==> src/rtl/mem_bus_pkg.sv <==
// mem_bus_pkg: shared types for the memory-bus arbiter.
//   mem_req_t   : one requester's forwarded request {read, write, addr, wdata, be}
//   arb_state_e : arbiter FSM states
//   REQ_CORE / REQ_DBG : requester indices into the request array
// The struct fields are sized by MEM_ADDR_W / MEM_DATA_W; the arbiter's
// ADDR_W / DATA_W must not exceed them.
package mem_bus_pkg;
  localparam int MEM_ADDR_W = 32;
  localparam int MEM_DATA_W = 32;
  localparam int MEM_BE_W   = MEM_DATA_W / 8;

  localparam int REQ_CORE = 0;
  localparam int REQ_DBG  = 1;
  localparam int NUM_REQ  = 2;

  typedef struct packed {
    logic                  read;
    logic                  write;
    logic [MEM_ADDR_W-1:0] addr;
    logic [MEM_DATA_W-1:0] wdata;
    logic [MEM_BE_W-1:0]   be;
  } mem_req_t;

  typedef enum logic [1:0] {
    IDLE       = 2'd0,
    GRANT_CORE = 2'd1,
    GRANT_DBG  = 2'd2
  } arb_state_e;
endpackage

==> src/rtl/mem_bus_arb_timer.sv <==
// mem_bus_arb_timer: stall watchdog for a granted transaction.
//   clk, rst_n : clock / async active-low reset
//   clear      : zero the count (held while the arbiter is idle)
//   enable     : count this cycle (arbiter is in a grant state)
//   expired    : enable && count == TIMEOUT-1, i.e. the TIMEOUT-th grant cycle
// TIMEOUT = 0 disables the watchdog (expired tied low). The count saturates
// at TIMEOUT rather than wrapping.
module mem_bus_arb_timer #(
  parameter int TIMEOUT = 256
) (
  input  logic clk,
  input  logic rst_n,
  input  logic clear,
  input  logic enable,
  output logic expired
);
  generate
    if (TIMEOUT == 0) begin : g_off
      logic unused_in;
      assign unused_in = clk ^ rst_n ^ clear ^ enable;
      assign expired   = 1'b0;
    end else begin : g_on
      localparam int CW = $clog2(TIMEOUT + 1);
      logic [CW-1:0] cnt_q;

      always_ff @(posedge clk or negedge rst_n) begin
        if (!rst_n)                               cnt_q <= '0;
        else if (clear)                           cnt_q <= '0;
        else if (enable && cnt_q != CW'(TIMEOUT)) cnt_q <= cnt_q + CW'(1);
      end

      assign expired = enable && (cnt_q == CW'(TIMEOUT - 1));
    end
  endgenerate
endmodule

==> src/rtl/mem_bus_arbiter.sv <==
// mem_bus_arbiter: shares one memory port between the core and the debug
// module's system-bus access. One hold-until-complete transaction at a time,
// with a mandatory idle bubble between grants.
// Ports (r = core | dbg):
//   clk, rst_n                          clock / async active-low reset
//   r_read, r_write, r_addr, r_wdata, r_be   requester inputs, held until r_complete
//   r_rdata, r_complete, r_error        response to the owner only
//   mem_read/write/addr/wdata/be        owner's request forwarded to memory
//   mem_rdata, mem_complete             memory response
//   dbg_owns_bus                        registered: dbg is the current owner
// Config: define MEM_BUS_ARBITER_RR_EN for round-robin arbitration;
// otherwise dbg has fixed priority so a halting debugger cannot starve.
module mem_bus_arbiter
  import mem_bus_pkg::*;
#(
  parameter int ADDR_W  = 32,
  parameter int DATA_W  = 32,
  parameter int TIMEOUT = 256
) (
  input  logic                clk,
  input  logic                rst_n,
  input  logic                core_read,
  input  logic                core_write,
  input  logic [ADDR_W-1:0]   core_addr,
  input  logic [DATA_W-1:0]   core_wdata,
  input  logic [DATA_W/8-1:0] core_be,
  output logic [DATA_W-1:0]   core_rdata,
  output logic                core_complete,
  output logic                core_error,
  input  logic                dbg_read,
  input  logic                dbg_write,
  input  logic [ADDR_W-1:0]   dbg_addr,
  input  logic [DATA_W-1:0]   dbg_wdata,
  input  logic [DATA_W/8-1:0] dbg_be,
  output logic [DATA_W-1:0]   dbg_rdata,
  output logic                dbg_complete,
  output logic                dbg_error,
  output logic                mem_read,
  output logic                mem_write,
  output logic [ADDR_W-1:0]   mem_addr,
  output logic [DATA_W-1:0]   mem_wdata,
  output logic [DATA_W/8-1:0] mem_be,
  input  logic [DATA_W-1:0]   mem_rdata,
  input  logic                mem_complete,
  output logic                dbg_owns_bus
);
  localparam int BE_W = DATA_W / 8;

  mem_req_t   req [NUM_REQ];
  mem_req_t   sel;
  arb_state_e state_q, state_d;
  logic       req_core_v, req_dbg_v, pick_dbg;
  logic       granted, tmo, timeout_err, done;

  always_comb begin
    req[REQ_CORE] = '{read: core_read, write: core_write,
                      addr: MEM_ADDR_W'(core_addr), wdata: MEM_DATA_W'(core_wdata),
                      be: MEM_BE_W'(core_be)};
    req[REQ_DBG]  = '{read: dbg_read, write: dbg_write,
                      addr: MEM_ADDR_W'(dbg_addr), wdata: MEM_DATA_W'(dbg_wdata),
                      be: MEM_BE_W'(dbg_be)};
  end

  assign req_core_v = req[REQ_CORE].read | req[REQ_CORE].write;
  assign req_dbg_v  = req[REQ_DBG].read  | req[REQ_DBG].write;
  assign granted    = (state_q != IDLE);

`ifdef MEM_BUS_ARBITER_RR_EN
  // last_dbg_q: 1 when dbg was the last requester granted. Resets to core,
  // so the first simultaneous request goes to dbg.
  logic last_dbg_q;
  always_ff @(posedge clk or negedge rst_n) begin
    if (!rst_n)                                 last_dbg_q <= 1'b0;
    else if (state_q == IDLE && state_d != IDLE) last_dbg_q <= (state_d == GRANT_DBG);
  end
  assign pick_dbg = req_dbg_v && (!req_core_v || !last_dbg_q);
`else
  assign pick_dbg = req_dbg_v;
`endif

  mem_bus_arb_timer #(.TIMEOUT(TIMEOUT)) u_timer (
    .clk     (clk),
    .rst_n   (rst_n),
    .clear   (!granted),
    .enable  (granted),
    .expired (tmo)
  );

  // A memory completion in the timeout cycle wins over the error.
  assign timeout_err = tmo && !mem_complete;
  assign done        = mem_complete || tmo;

  always_ff @(posedge clk or negedge rst_n) begin
    if (!rst_n) state_q <= IDLE;
    else        state_q <= state_d;
  end

  // Grants always return through IDLE, giving the owner a cycle to drop its request.
  always_comb begin
    state_d = state_q;
    case (state_q)
      IDLE: begin
        if (pick_dbg)        state_d = GRANT_DBG;
        else if (req_core_v) state_d = GRANT_CORE;
      end
      GRANT_CORE, GRANT_DBG: if (done) state_d = IDLE;
      default:               state_d = IDLE;
    endcase
  end

  always_comb begin
    sel = '0;
    if (state_q == GRANT_CORE) sel = req[REQ_CORE];
    if (state_q == GRANT_DBG)  sel = req[REQ_DBG];
    if (timeout_err)           sel = '0;   // abandon the access on timeout

    mem_read  = sel.read && !sel.write;    // read+write together is a write
    mem_write = sel.write;
    mem_addr  = ADDR_W'(sel.addr);
    mem_wdata = DATA_W'(sel.wdata);
    mem_be    = BE_W'(sel.be);

    core_complete = (state_q == GRANT_CORE) && done;
    core_error    = (state_q == GRANT_CORE) && timeout_err;
    core_rdata    = ((state_q == GRANT_CORE) && mem_complete) ? mem_rdata : '0;
    dbg_complete  = (state_q == GRANT_DBG) && done;
    dbg_error     = (state_q == GRANT_DBG) && timeout_err;
    dbg_rdata     = ((state_q == GRANT_DBG) && mem_complete) ? mem_rdata : '0;
  end

  assign dbg_owns_bus = (state_q == GRANT_DBG);
endmodule
==> config.mk <==
export PLATFORM = sky130hd
export DESIGN_NAME = mem_bus_arbiter
export DESIGN_NICKNAME = d
export VERILOG_FILES = /design/src/rtl/mem_bus_pkg.sv /design/src/rtl/mem_bus_arb_timer.sv /design/src/rtl/mem_bus_arbiter.sv
export SDC_FILE = /design/constraint.sdc
export NUM_CORES = 1
export LEC_CHECK = 0
export CAP_MARGIN = 20
export CORE_AREA = 3 3 120 122
export DETAILED_ROUTE_END_ITERATION = 8
export DIE_AREA = 0 0 123 125
export PLACE_DENSITY = 0.66
export SYNTH_ARGS = -nofsm -noshare
export SYNTH_HDL_FRONTEND = slang
export SYNTH_SLANG_ARGS = --single-unit
==> constraint.sdc <==
create_clock -name clk -period 2.27 [get_ports clk]
set_clock_uncertainty 0.1 [all_clocks]
set_input_delay 0.454 -clock clk [delete_from_list [all_inputs] [get_ports clk]]
set_output_delay 0.454 -clock clk [all_outputs]
set_load 0.02 [all_outputs]
==> summary.txt <==
Timing
  – Tmin final: 2484 ps
  – FMAX: 0.4026 GHz
  – Relative slew margins: 65.42%
  – Final setup fails: 85
  – Fin crit share: 109.4%
  – PnR worst setup slack: -214.0 ps
  – Slew Limit Fails: 0
  – Final Hold Viols: 0
  – Worst Tran Pin Value: 517.1 ps
  – Fin Hold WS: 461.0 ps
  – RSZ-0062 raised after global routing: true

Synth
  – Yosys synthesis warning count: 0
  – Mapped Nets: 576
  – Mapped Cells: 395
  – Commonest cells in the synthesized netlist: a21oi_1, nand2_1, nand3b_1
  – Most frequent cell after synthesis: a21oi_1
  – Asr flop ratio synth: 100.0%
  – Post-Syn Area per Cell: 6.180 sq um
  – Seq cells post-synth: 11
  – Yosys cell types: 37
  – Largest area contributor in the netlist: nand3b_1
  – Register area share after synthesis: 11.28%
  – Post-synth EDFFs: 0
  – Dominant synthesized flop cell: dfrtp_1
  – Synth top area share: 21.22%
  – Area contributors post-synth: nand3b_1, and3_1, a21oi_1
  – Mapped Area: 2441 sq um

Critical path
  – Crit end category: primary output
  – Buf/Inv on CP: 3
  – Largest stage delay on the critical path: 370 ps
  – Crit path from: u_timer.g_on.cnt_q[5]
  – Slowest cell on the critical path: dfrtp_1
  – CP required: 1720 ps
  – Critical path type: flop to primary output
  – Cell family with most CP delay: simple AND/OR/NAND/NOR gates
  – Nature of the critical path startpoint: flop
  – Crit Path Max Fanout: 3
  – Critical path cell sequence: and4_4 -> and4_4 -> ha_4 -> nand2b_4 -> nor2_4 -> buf_4 -> buf_6 -> and4b_1 -> buf_6
  – CP Data Arrival Time: 1930 ps
  – Worst r2r src: u_timer.g_on.cnt_q[5]

Die
  – Cell Rows: 42
  – DIE WIDTH: 123 um
  – Die Y: 125 um
  – Initial core utilization: 18.36%
  – Core area: 13300 sq um
  – I/O pin count: 314
  – Die ar.: 15380 sq um

Clocking
  – CTS buffer count: 3
  – Htree depth: 1
  – Clk slew on worst S/H paths: 40 ps
  – CTS tree: yes
  – Clk buf depth: 2
  – Clk_lat worst skew: 240 ps
  – Clock Sink Count: 11
  – Root Buffer: clkbuf_16

Drt
  – Final routed DRC violation total: 0
  – Post-route ant nets: 0
  – Via count: 4351
  – Iteration-0 DRC count of the detailed router: 241
  – Via density: 4.719
  – Drt pass-1 iters: 5
  – WL per Instance: 17.56 um
  – Final wirelength: 16190 um

Status
  – Outcome: finished with violations
  – Failing checks: negative setup slack

GRT
  – Grt ovf: 0
  – Vias in the first global route: 4182
  – First-pass GRT wire length: 22070 um
  – Pin count of the biggest net entering global routing: 47
  – Antenna violations before repair: 0
  – GR Util All Layers: 17.43%

Finish
  – N_diodes: 0
  – Final instance area: 6660 sq um
  – Filler cells: 1264
  – Share of layout cells above drive strength 1: 37.80%
  – Final Non-Filler Cells: 922
  – Area growth, synth to finish: 172.8%
  – Final-stage net count: 928

Placed design
  – DP Wirelength: 11560 um
  – Cells after DPL: 883
  – Final RePlAce weighted congestion: 0.8633
  – Placed cell area: 6065 sq um
  – Place WS: -543.1 ps
  – PortBufs: 313

Power
  – Final Power: 5.759 mW
  – VDD IR max: 0.4337 mV
  – Pleak: 3.019 nW
  – Power density cells: 864.7 nW/um^2

Job
  – Max Cap Violations: 0

Min path
  – Worst min path class: input port to asynchronous set/reset pin
-- report_power, final --
| group | leakage [nW] | internal (mW) | total (mW) | switching [mW] |
|---|---|---|---|---|
| clock network | 0.0382 | 0.236 | 0.324 | 0.0883 |
| registers | 0.148 | 0.235 | 0.259 | 0.0240 |
| logic | 2.83 | 2.61 | 5.18 | 2.56 |
| total | 3.02 | 3.08 | 5.76 | 2.68 |
-- path summary, 6_finish.rpt --
path	to	slack, ps	cells past startpoint
setup / recovery	mem_read	-210	9
hold reg to reg	u_timer.g_on.cnt_q[2]	540	2
hold / removal	u_timer.g_on.cnt_q[8]	460	1
setup reg to reg	state_q[0]	430	9
min in group clk	u_timer.g_on.cnt_q[2]	540	2
max in group asynchronous	state_q[0]	1260	1
-- stage by stage --
step	setup TNS (ps)	util (%)
floorplan	-3255	-
global placement	-59460	45.61
detailed placement	-62490	45.61
CTS	-15480	46.54
global route	-18230	50.09
finish	-12480	50.09
-- state kept, by name, indices dropped and copies added, names as in the netlist --
signal	count
u_timer.g_on.cnt_q	9
state_q	2
-- area by class of cell --
cell class / count / area, sq um / area share (%)
clock buffer: 4 / 78.83 / 1.184
multi-input combinational: 334 / 2267 / 34.04
inverter: 5 / 18.77 / 0.2818
timing repair buffer: 392 / 3800 / 57.05
tap: 176 / 220.2 / 3.306
sequential: 11 / 275.3 / 4.133
-- worst register-to-register path: cells and delay by family, from the launching register on --
kind	cells	cell delay (ps)
AO/OA/AOI/OAI	2	280
AND/OR/NAND/NOR	3	530
buffers and inverters	3	360
flip-flops	1	340
adder cells (fa/ha/maj)	1	140
-- cell usage in the layout, fill, tap and decap left out, types with 2 or more instances in the layout --
cell type	instances
a21oi_1	43
a21oi_2	28
a21oi_4	4
and3_1	44
and3_4	20
and4_4	2
buf_12	9
buf_2	32
buf_4	82
buf_6	58
buf_8	2
bufbuf_16	3
clkbuf_16	9
clkbuf_2	21
clkdlybuf4s15_1	4
clkdlybuf4s50_1	173
dfrtp_1	11
ha_1	2
ha_4	3
inv_1	4
nand2_1	73
nand3_1	7
nand3b_1	69
nor2_1	7
nor2b_1	4
o21ai_0	2
xor2_1	2
-- metal layers --
layer  global-route usage (%)  up-vias  part of all wire, %
met2                    33.71      190                   52
met5                        0        -                    0
met4                    2.150        0                 0.91
met1                    19.87     2051                   38
li1                         -     2098                    -
met3                    3.523       12                  8.9
-- timing repair --
action	4_1_cts	5_1_grt
buffers inserted	10	18
hold buffers	0	0
endpoints found under the setup margin	139	133
pin swaps	4	3
gates resized for setup	540	186
gates cloned	3	6
-- kinds of logic after synthesis --
| group | count (synthesis) | share of synthesized area, % |
|---|---|---|
| AND/OR/NAND/NOR | 243 | 58.59 |
| AO/OA/AOI/OAI | 82 | 17.32 |
| buffers and inverters | 50 | 8.560 |
| flip-flops | 11 | 11.28 |
| adder cells (fa/ha/maj) | 6 | 3.075 |
| XOR/XNOR | 2 | 0.7177 |
| multiplexers | 1 | 0.4613 |
Note: power is estimated with default switching activity, not from simulation.
